`config.mk`:
```
export PLATFORM = sky130hd
export DESIGN_NAME = systolic_feed_scheduler
export DESIGN_NICKNAME = d
export VERILOG_FILES = /design/src/rtl/systolic_pkg.sv /design/src/rtl/skew_column_select.sv /design/src/rtl/systolic_feed_scheduler.sv
export SDC_FILE = /design/constraint.sdc
export NUM_CORES = 2
export LEC_CHECK = 0
export CAP_MARGIN = 20
export CORE_ASPECT_RATIO = 1.1
export CORE_MARGIN = 1.5
export CORE_UTILIZATION = 55
export DETAILED_ROUTE_END_ITERATION = 10
export HOLD_SLACK_MARGIN = 0.05
export PLACE_DENSITY_LB_ADDON = 0.05
export SKIP_CTS_REPAIR_TIMING = 1
export SYNTH_ARGS = -nofsm -noshare
export SYNTH_HDL_FRONTEND = slang
export SYNTH_SLANG_ARGS = --single-unit
export TNS_END_PERCENT = 5
```
`constraint.sdc`:
```
create_clock -name clk_i -period 153.4 [get_ports clk_i]
set_input_delay 15.34 -clock clk_i [delete_from_list [all_inputs] [get_ports clk_i]]
set_output_delay 15.34 -clock clk_i [all_outputs]
set_load 0.005 [all_outputs]
```
`src/rtl/systolic_pkg.sv`:
```
// rtl/systolic_pkg.sv - shared state type, default sizes and lane extraction helper
package systolic_pkg;

  typedef enum logic [1:0] {ST_IDLE, ST_LOAD, ST_FEED, ST_DRAIN} sched_state_t;

  localparam int DEF_N       = 16;
  localparam int DEF_DATA_W  = 8;
  localparam int LANE_VEC_W  = 4096;
  localparam int LANE_ELEM_W = 64;

  // Vectors are zero-extended into the fixed helper width; callers cast the element back down.
  function automatic logic [LANE_ELEM_W-1:0] lane_sel(input logic [LANE_VEC_W-1:0] vec,
                                                      input int unsigned lane,
                                                      input int unsigned elem_w);
    return LANE_ELEM_W'(vec >> (lane * elem_w));
  endfunction

endpackage

```
`src/rtl/skew_column_select.sv`:
```
// rtl/skew_column_select.sv - combinational column picker from the tile buffer, skewed or straight
module skew_column_select
  import systolic_pkg::*;
#(
  parameter int N      = DEF_N,
  parameter int DATA_W = DEF_DATA_W,
  parameter int FCW    = $clog2(2*N)
) (
  input  logic [N*N*DATA_W-1:0] tile_i,
  input  logic [FCW-1:0]        feed_cnt_i,
  input  logic                  skew_en_i,
  output logic [N*DATA_W-1:0]   col_data_o,
  output logic [N-1:0]          col_valid_o
);

  int row;

  always_comb begin
    col_data_o  = '0;
    col_valid_o = '0;
    row         = 0;
    for (int i = 0; i < N; i++) begin
      // Lane i lags lane 0 by i columns when skewing, so it reads row t-i.
      row = skew_en_i ? int'(feed_cnt_i) - i : int'(feed_cnt_i);
      if (row >= 0 && row < N) begin
        col_valid_o[i] = 1'b1;
        col_data_o[i*DATA_W +: DATA_W] =
          DATA_W'(lane_sel(LANE_VEC_W'(tile_i), unsigned'(row*N + i), unsigned'(DATA_W)));
      end
    end
  end

endmodule

```
`src/rtl/systolic_feed_scheduler.sv`:
```
// rtl/systolic_feed_scheduler.sv - loads an NxN tile, streams it into the array, drains, pulses done
// Define SYSTOLIC_SKEW_EN for internal diagonal skew (2N-1 columns); otherwise N straight rows.
module systolic_feed_scheduler
  import systolic_pkg::*;
#(
  parameter int N         = DEF_N,
  parameter int DATA_W    = DEF_DATA_W,
  parameter int DRAIN_CYC = 16
) (
  input  logic                clk_i,
  input  logic                rst_i,
  input  logic                start_i,
  input  logic                hold_i,
  input  logic                in_valid_i,
  output logic                in_ready_o,
  input  logic [N*DATA_W-1:0] in_data_i,
  output logic [N*DATA_W-1:0] out_data_o,
  output logic [N-1:0]        out_lane_valid_o,
  output logic                busy_o,
  output logic                done_o
);

`ifdef SYSTOLIC_SKEW_EN
  localparam logic SKEW_EN = 1'b1;
  localparam int   F       = 2*N - 1;
`else
  localparam logic SKEW_EN = 1'b0;
  localparam int   F       = N;
`endif
  localparam int ROW_W = N*DATA_W;
  localparam int LCW   = $clog2(N);
  localparam int FCW   = $clog2(2*N);
  localparam int DCW   = $clog2(DRAIN_CYC+1);

  sched_state_t          state_q, state_d;
  logic [LCW-1:0]        load_cnt_q, load_cnt_d;
  logic [FCW-1:0]        feed_cnt_q, feed_cnt_d;
  logic [DCW-1:0]        drain_cnt_q, drain_cnt_d;
  logic [N*ROW_W-1:0]    tile_q, tile_d;
  logic                  done_q, done_d;
  logic [ROW_W-1:0]      col_data;
  logic [N-1:0]          col_valid;

  always_comb begin
    state_d     = state_q;
    load_cnt_d  = load_cnt_q;
    feed_cnt_d  = feed_cnt_q;
    drain_cnt_d = drain_cnt_q;
    tile_d      = tile_q;
    done_d      = 1'b0;
    unique case (state_q)
      ST_IDLE: begin
        load_cnt_d = '0;
        if (start_i) state_d = ST_LOAD;
      end
      ST_LOAD: begin
        if (in_valid_i) begin
          for (int r = 0; r < N; r++) begin
            if (load_cnt_q == LCW'(r)) tile_d[r*ROW_W +: ROW_W] = in_data_i;
          end
          load_cnt_d = load_cnt_q + 1'b1;
          if (load_cnt_q == LCW'(N-1)) begin
            state_d    = ST_FEED;
            feed_cnt_d = '0;
          end
        end
      end
      ST_FEED: begin
        if (!hold_i) begin
          if (feed_cnt_q == FCW'(F-1)) begin
            state_d     = ST_DRAIN;
            drain_cnt_d = '0;
          end else begin
            feed_cnt_d = feed_cnt_q + 1'b1;
          end
        end
      end
      ST_DRAIN: begin
        if (!hold_i) begin
          if (drain_cnt_q == DCW'(DRAIN_CYC-1)) begin
            state_d = ST_IDLE;
            done_d  = 1'b1;
          end else begin
            drain_cnt_d = drain_cnt_q + 1'b1;
          end
        end
      end
      default: state_d = ST_IDLE;
    endcase
  end

  always_ff @(posedge clk_i or posedge rst_i) begin
    if (rst_i) begin
      state_q     <= ST_IDLE;
      load_cnt_q  <= '0;
      feed_cnt_q  <= '0;
      drain_cnt_q <= '0;
      tile_q      <= '0;
      done_q      <= 1'b0;
    end else begin
      state_q     <= state_d;
      load_cnt_q  <= load_cnt_d;
      feed_cnt_q  <= feed_cnt_d;
      drain_cnt_q <= drain_cnt_d;
      tile_q      <= tile_d;
      done_q      <= done_d;
    end
  end

  skew_column_select #(.N(N), .DATA_W(DATA_W), .FCW(FCW)) u_col_sel (
    .tile_i      (tile_q),
    .feed_cnt_i  (feed_cnt_q),
    .skew_en_i   (SKEW_EN),
    .col_data_o  (col_data),
    .col_valid_o (col_valid)
  );

  // done is registered so it appears in the first IDLE cycle, free of any path from hold_i.
  assign in_ready_o       = (state_q == ST_LOAD);
  assign busy_o           = (state_q != ST_IDLE);
  assign done_o           = done_q;
  assign out_data_o       = (state_q == ST_FEED) ? col_data : '0;
  assign out_lane_valid_o = (state_q == ST_FEED) ? col_valid : '0;

endmodule

```
=== Yosys cells after proc, flatten, opt, wreduce, memory -nomap -nowiden ===
Index checks and enable logic that the tools add are counted.

* Add/subtract/negate cells: 18
* Order comparisons: 2
* Equal/unequal tests: 29
* Shift-type cells: 16
* Multiplexer cells: 42
* Reduce and logical (&&, ||, !) cells: 27

{| class="wikitable"
|+ Operator list
! kind !! count
|-
| $shr 2048x32->8 || 15
|-
| $shr 2048x12->8 || 1
|-
| $mux 128 || 1
|-
| $mux 8 || 16
|-
| $add 9x4->10 const B || 8
|-
| $reduce_and 3->1 || 16
|-
| $add 9x3->10 const B || 4
|-
| $mux 5 || 8
|-
| $eq 4x4->1 const B || 8
|-
| $add 9x2->10 const B || 2
|-
| $pmux 5 s2 || 2
|-
| $eq 4x3->1 const B || 4
|-
| $mux 16 || 1
|-
| $ne 2x2->1 const B || 8
|-
| $mux 2 || 7
|-
| $add 5x1->5 const B || 2
|-
| $add 9x1->10 const B || 1
|-
| $eq 5x4->1 const B || 2
|-
| $reduce_and 5->1 || 2
|-
| $eq 4x2->1 const B || 2
|-
| $pmux 2 s4 || 1
|-
| $pmux 4 s2 || 1
|-
| $reduce_bool 2->1 || 4
|-
| $reduce_and 7->1 || 1
|-
| other kinds (13) || 17
|}

* Register bits: 2065
* Input bits: 133
* Logic and storage cells: 155

=== Depth between registers and ports, before layout ===
* Depth in word-level cells: 4
* Depth in mapped cells: 9
* Depth with buffers taken out: 7

=== Hierarchy ===
A second synthesis with hierarchy kept.

* Cell total of the unflattened synthesis: 7882
* Area, all modules: 107090.2 um^2

{| class="wikitable"
|+ By module, submodules not included
! module !! times used !! cells an instance !! area an instance (um^2) !! seq. area each (um^2)
|-
| systolic_feed_scheduler || 1 || 4746 || 78262.6 || 51674.6
|-
| skew_column_select || 1 || 3136 || 28827.6 || 0.0
|}

=== Worst setup path before layout ===
OpenSTA, ideal clock, no wires.

* Path type: flip-flop to output port
* From: reg state_q[0]
* To: out out_data_o[106]
* Arrival time: 2.037 ns
* Required time: 138.060 ns
* Path slack: 136.023 ns
* Stages on the path, launching flop included: 10
* Cells stage by stage: dfrtp_1 > inv_1 > ha_1 > buf_2 > and2b_1 > nor2b_1 > buf_2 > buf_1 > nand3_1 > o31ai_1

* Longest elaborated chain between the ends: 2

{| class="wikitable"
|+ RTL lines
! what !! line !! source
|-
| start, declared || systolic_feed_scheduler.sv:35 || <nowiki>sched_state_t state_q, state_d;</nowiki>
|-
| start signal, assigned || systolic_feed_scheduler.sv:101 || <nowiki>state_q <= state_d;</nowiki>
|-
| $eq 2x2->1 || systolic_feed_scheduler.sv:122 || <nowiki>assign out_data_o = (state_q == ST_FEED) ? col_data : '0;</nowiki>
|-
| $mux 128 || systolic_feed_scheduler.sv:122 ||
|-
| end, declared || systolic_feed_scheduler.sv:17 || <nowiki>output logic [N*DATA_W-1:0] out_data_o,</nowiki>
|}

Every way passes these cells.

=== Worst setup path in the final report ===
* From: reg feed_cnt_q[2]
* To: out out_data_o[52]

* Longest elaborated chain between the ends: 4
* Elaborated cells between the ends (all ways): 7
* Those cells by class: add/sub: 1; order compare: 2; shift: 1; mux: 2; reduce/logical: 1

{| class="wikitable"
|+ RTL lines
! what !! line !! source
|-
| start, declared || systolic_feed_scheduler.sv:37 || <nowiki>logic [FCW-1:0] feed_cnt_q, feed_cnt_d;</nowiki>
|-
| start signal, assigned || systolic_feed_scheduler.sv:103 || <nowiki>feed_cnt_q <= feed_cnt_d;</nowiki>
|-
| $add 9x3->10 (tied with other cells) || skew_column_select.sv:28 || <nowiki>DATA_W'(lane_sel(LANE_VEC_W'(tile_i), unsigned'(row*N + i), unsigned'(DATA_W)));</nowiki>
|-
| $shr 2048x32->8 or $logic_and 1x1->1 (tied branches) || systolic_pkg.sv:15, skew_column_select.sv:25 ||
|-
| $mux 8 * || skew_column_select.sv:25 || <nowiki>if (row >= 0 && row < N) begin</nowiki>
|-
| $mux 128 * || systolic_feed_scheduler.sv:122 ||
|}

Mark *: on every way between the ends. The rest lies on a longest branch, timed or not.

==> impl_metrics.csv <==
group,metric,value,unit
drt,dr.pass1.iters,5,
drt,route.detailed.drc,0,
clocking,clock_latency,0.84,ns
floorplanning,coreArea,171000,µm²
global_routing,grt_pass1_vias,58600,
global_routing,grtUsageMet3,4.37,%
floorplanning,dieWidth,399,µm
setup_path,crit_chain,"buf_4 > buf_4 > nor2b_4 > buf_4 > buf_4 > a22oi_1 > nand3_1 > o31ai_1 > clkbuf_4 > clkdlybuf4s50_1",
finish,nets,6638,
power,peakVddDrop,0.0138,mV
setup_path,crit_type,"register to primary output",
drt,wire_per_inst,27.8,µm
floorplanning,die_area,175000,µm²
synthesis,syn_area_per_cell,14.6,µm²
clocking,cts_tree,"yes",
timing,fmaxAchievable,0.0467,GHz
timing,drv_slew,0,
power,power.density,18.7,nW/µm²
synthesis,synth.distinct_cells,44,
synthesis,ys_seq_elements,2065,
timing,fin_crit_sh,14.0,%
placement,hpwl,130000,µm
timing,grt_setup_unrepaired,"false",
clocking,cts-root-buf,"clkbuf_16",
synthesis,synthFlopType,"dfrtp_1",
global_routing,grt.busiest_layer,"met2",
setup_path,cp.buffers_inverters,6,
job,cap_violations,0,
finish,area_growth,11.0,%
setup_path,arrival,6.09,ns
setup_path,required,138.06,ns
timing,tightestPinTransition,1.25,ns
drt,ant_nets,0,
global_routing,antenna_found_initial,28,
power,p_leak,0.0490,µW
placement,dp_cells,8527,
clocking,cts.htree.levels,4,
floorplanning,row_count,159,
global_routing,grt_pass1_wl,377000,µm
setup_path,critPathTopFamily,"buffers and inverters",
drt,via_per_inst,6.25,
global_routing,grt_max_degree,171,
synthesis,yosysWarnings,0,
drt,drt_iter0_drc,3458,
floorplanning,io_pins,280,
timing,hold_viol,0,
clocking,cts_buffers,211,
placement,port_buffers,279,
global_routing,gr-total-overflow,0,
timing,fin_crit,21.43,ns
timing,finalSetupViolations,0,
synthesis,netlist_area,94900,µm²
placement,gp_congestion,0.750,
min_path,hold_class,"register to register",
setup_path,crit_path_frequent_cell,"buf_4",
drt,vias,55700,
timing,fin_tns_setup,0,ns
global_routing,grtUsageTotal,28.5,%
synthesis,synth_cells,6507,
global_routing,use_met1,39.9,%
synthesis,async_flop_share,100,%
global_routing,grt_use_met2,46.5,%
clocking,cts.clk_slew.worst_paths,0.06,ns
clocking,cts_num_sinks,2065,
finish,layout-drive-gt1-share,38.0,%
synthesis,seq_area_frac_synth,54.4,%
timing,relSlewSlack,16.6,%
floorplanning,start_util,55.5,%
setup_path,worstSetupEndpointType,"primary output",
clocking,cts_max_path_buffers,3,
outcome,status,"finished, final reports clean",
finish,fin_cells,8919,
timing,fin_skew,0.0160,ns
floorplanning,chipHeight,439,µm
synthesis,synth_nets,6653,
setup_path,cpMaxStageDelayCell,"buf_4",
setup_path,crit_path_start_kind,"register",
drt,wl,248000,µm
synthesis,synth_enable_flop_cells,0,
setup_path,max_stage_delay,0.88,ns
setup_path,worstPathMaxFanout,45,
## final timing paths
check | startpoint | to | slack [ns] | cells past startpoint
min | drain_cnt_q[4] | drain_cnt_q[4] | 0.48 | 2
max in group asynchronous | rst_i | tile_q[1462] | 133.61 | 7
min in group asynchronous | rst_i | tile_q[877] | 15.09 | 2
max | feed_cnt_q[2] | out_data_o[52] | 131.97 | 10
max reg2reg | feed_cnt_q[0] | drain_cnt_q[0] | 148.87 | 8
min reg2reg | drain_cnt_q[4] | drain_cnt_q[4] | 0.48 | 2
## cells in the mapped netlist, types with 68 or more instances
cell type	count	area [µm²]
o31ai_1	129	968
buf_2	192	961
mux2_2	1937	21800
nor2b_1	133	832
mux2_1	368	4140
o22ai_1	128	801
mux2i_1	515	5150
buf_4	94	706
dfrtp_1	2065	51700
clkbuf_1	225	845
a22oi_1	257	1930
buf_6	68	766
nand3_1	132	661
mux4_2	128	2880
## layer usage
layer | vias to the layer above | part of all wire, %
met5 | - | 0.073
met2 | 1126 | 48
met4 | 28 | 2.1
li1 | 23900 | -
met3 | 351 | 4.6
met1 | 30300 | 45
## area by class of cell
cell class	instances	area (µm²)
clock buffer	336	6570
fill	13300	65700
tap	2254	2820
antenna	9	22.5
timing repair buffer	385	3860
clock inverter	41	389
inverter	11	48.8
multi-input combinational	3818	40000
sequential	2065	51700
## where the power goes
part           internal, µW  switching [µW]
combinational           336             304
clock                   302             212
sequential              724            91.4
total                  1360             608
## flip-flops by register name, summed over array words and instances, names as in the netlist
| name | cells |
|---|---|
| tile_q | 2048 |
| drain_cnt_q | 5 |
| feed_cnt_q | 5 |
| load_cnt_q | 4 |
| state_q | 2 |
| done_o | 1 |
## through the flow
stage                     cell area (µm²)  total power, µW  setup WS, ns  hold WS (ns)  utilization (%)
after global routing               105000             2070        131.57         0.498             61.6
after floorplan                     94900             1270         79.73         0.450                -
after global placement              98100             1440        132.55         0.462             57.4
after CTS                          105000             1980        131.76         0.484             61.5
after detailed placement            98200             1470        132.45         0.471             57.4
final                              105000             1970        131.97         0.480             61.6
## logic make-up after synthesis
family	after synthesis	share of synthesized area (%)
mux	2948	35.8
flops	2065	54.4
buf+inv	624	3.63
compound gates	534	4.03
simple gates	321	1.88
fa+ha+maj	13	0.171
xor+xnor	2	0.0185
## layout by cell type, fill, tap and decap left out, types with 11 or more instances in the layout
cell type / instances
nand2_4: 15
nand3_1: 132
mux2i_1: 515
clkdlybuf4s50_1: 279
nand2_1: 11
o22ai_1: 128
nor2b_1: 130
mux4_2: 128
ha_1: 13
o31ai_1: 129
o21ai_0: 11
clkbuf_8: 56
dfrtp_1: 2062
clkinv_2: 31
mux2_1: 368
buf_4: 88
clkbuf_16: 223
mux2_2: 1937
clkbuf_1: 57
a22oi_1: 257
## worst register-to-register path: cells and delay by family (launching register included)
kind | cells | cell delay, ns
AOI/OAI and AO/OA | 1 | 0.21
adders and majority gates | 2 | 0.60
buffers and inverters | 2 | 1.66
DFF | 1 | 1.08
and+or+nand+nor | 3 | 0.89
(Power assumes the default switching activity.)
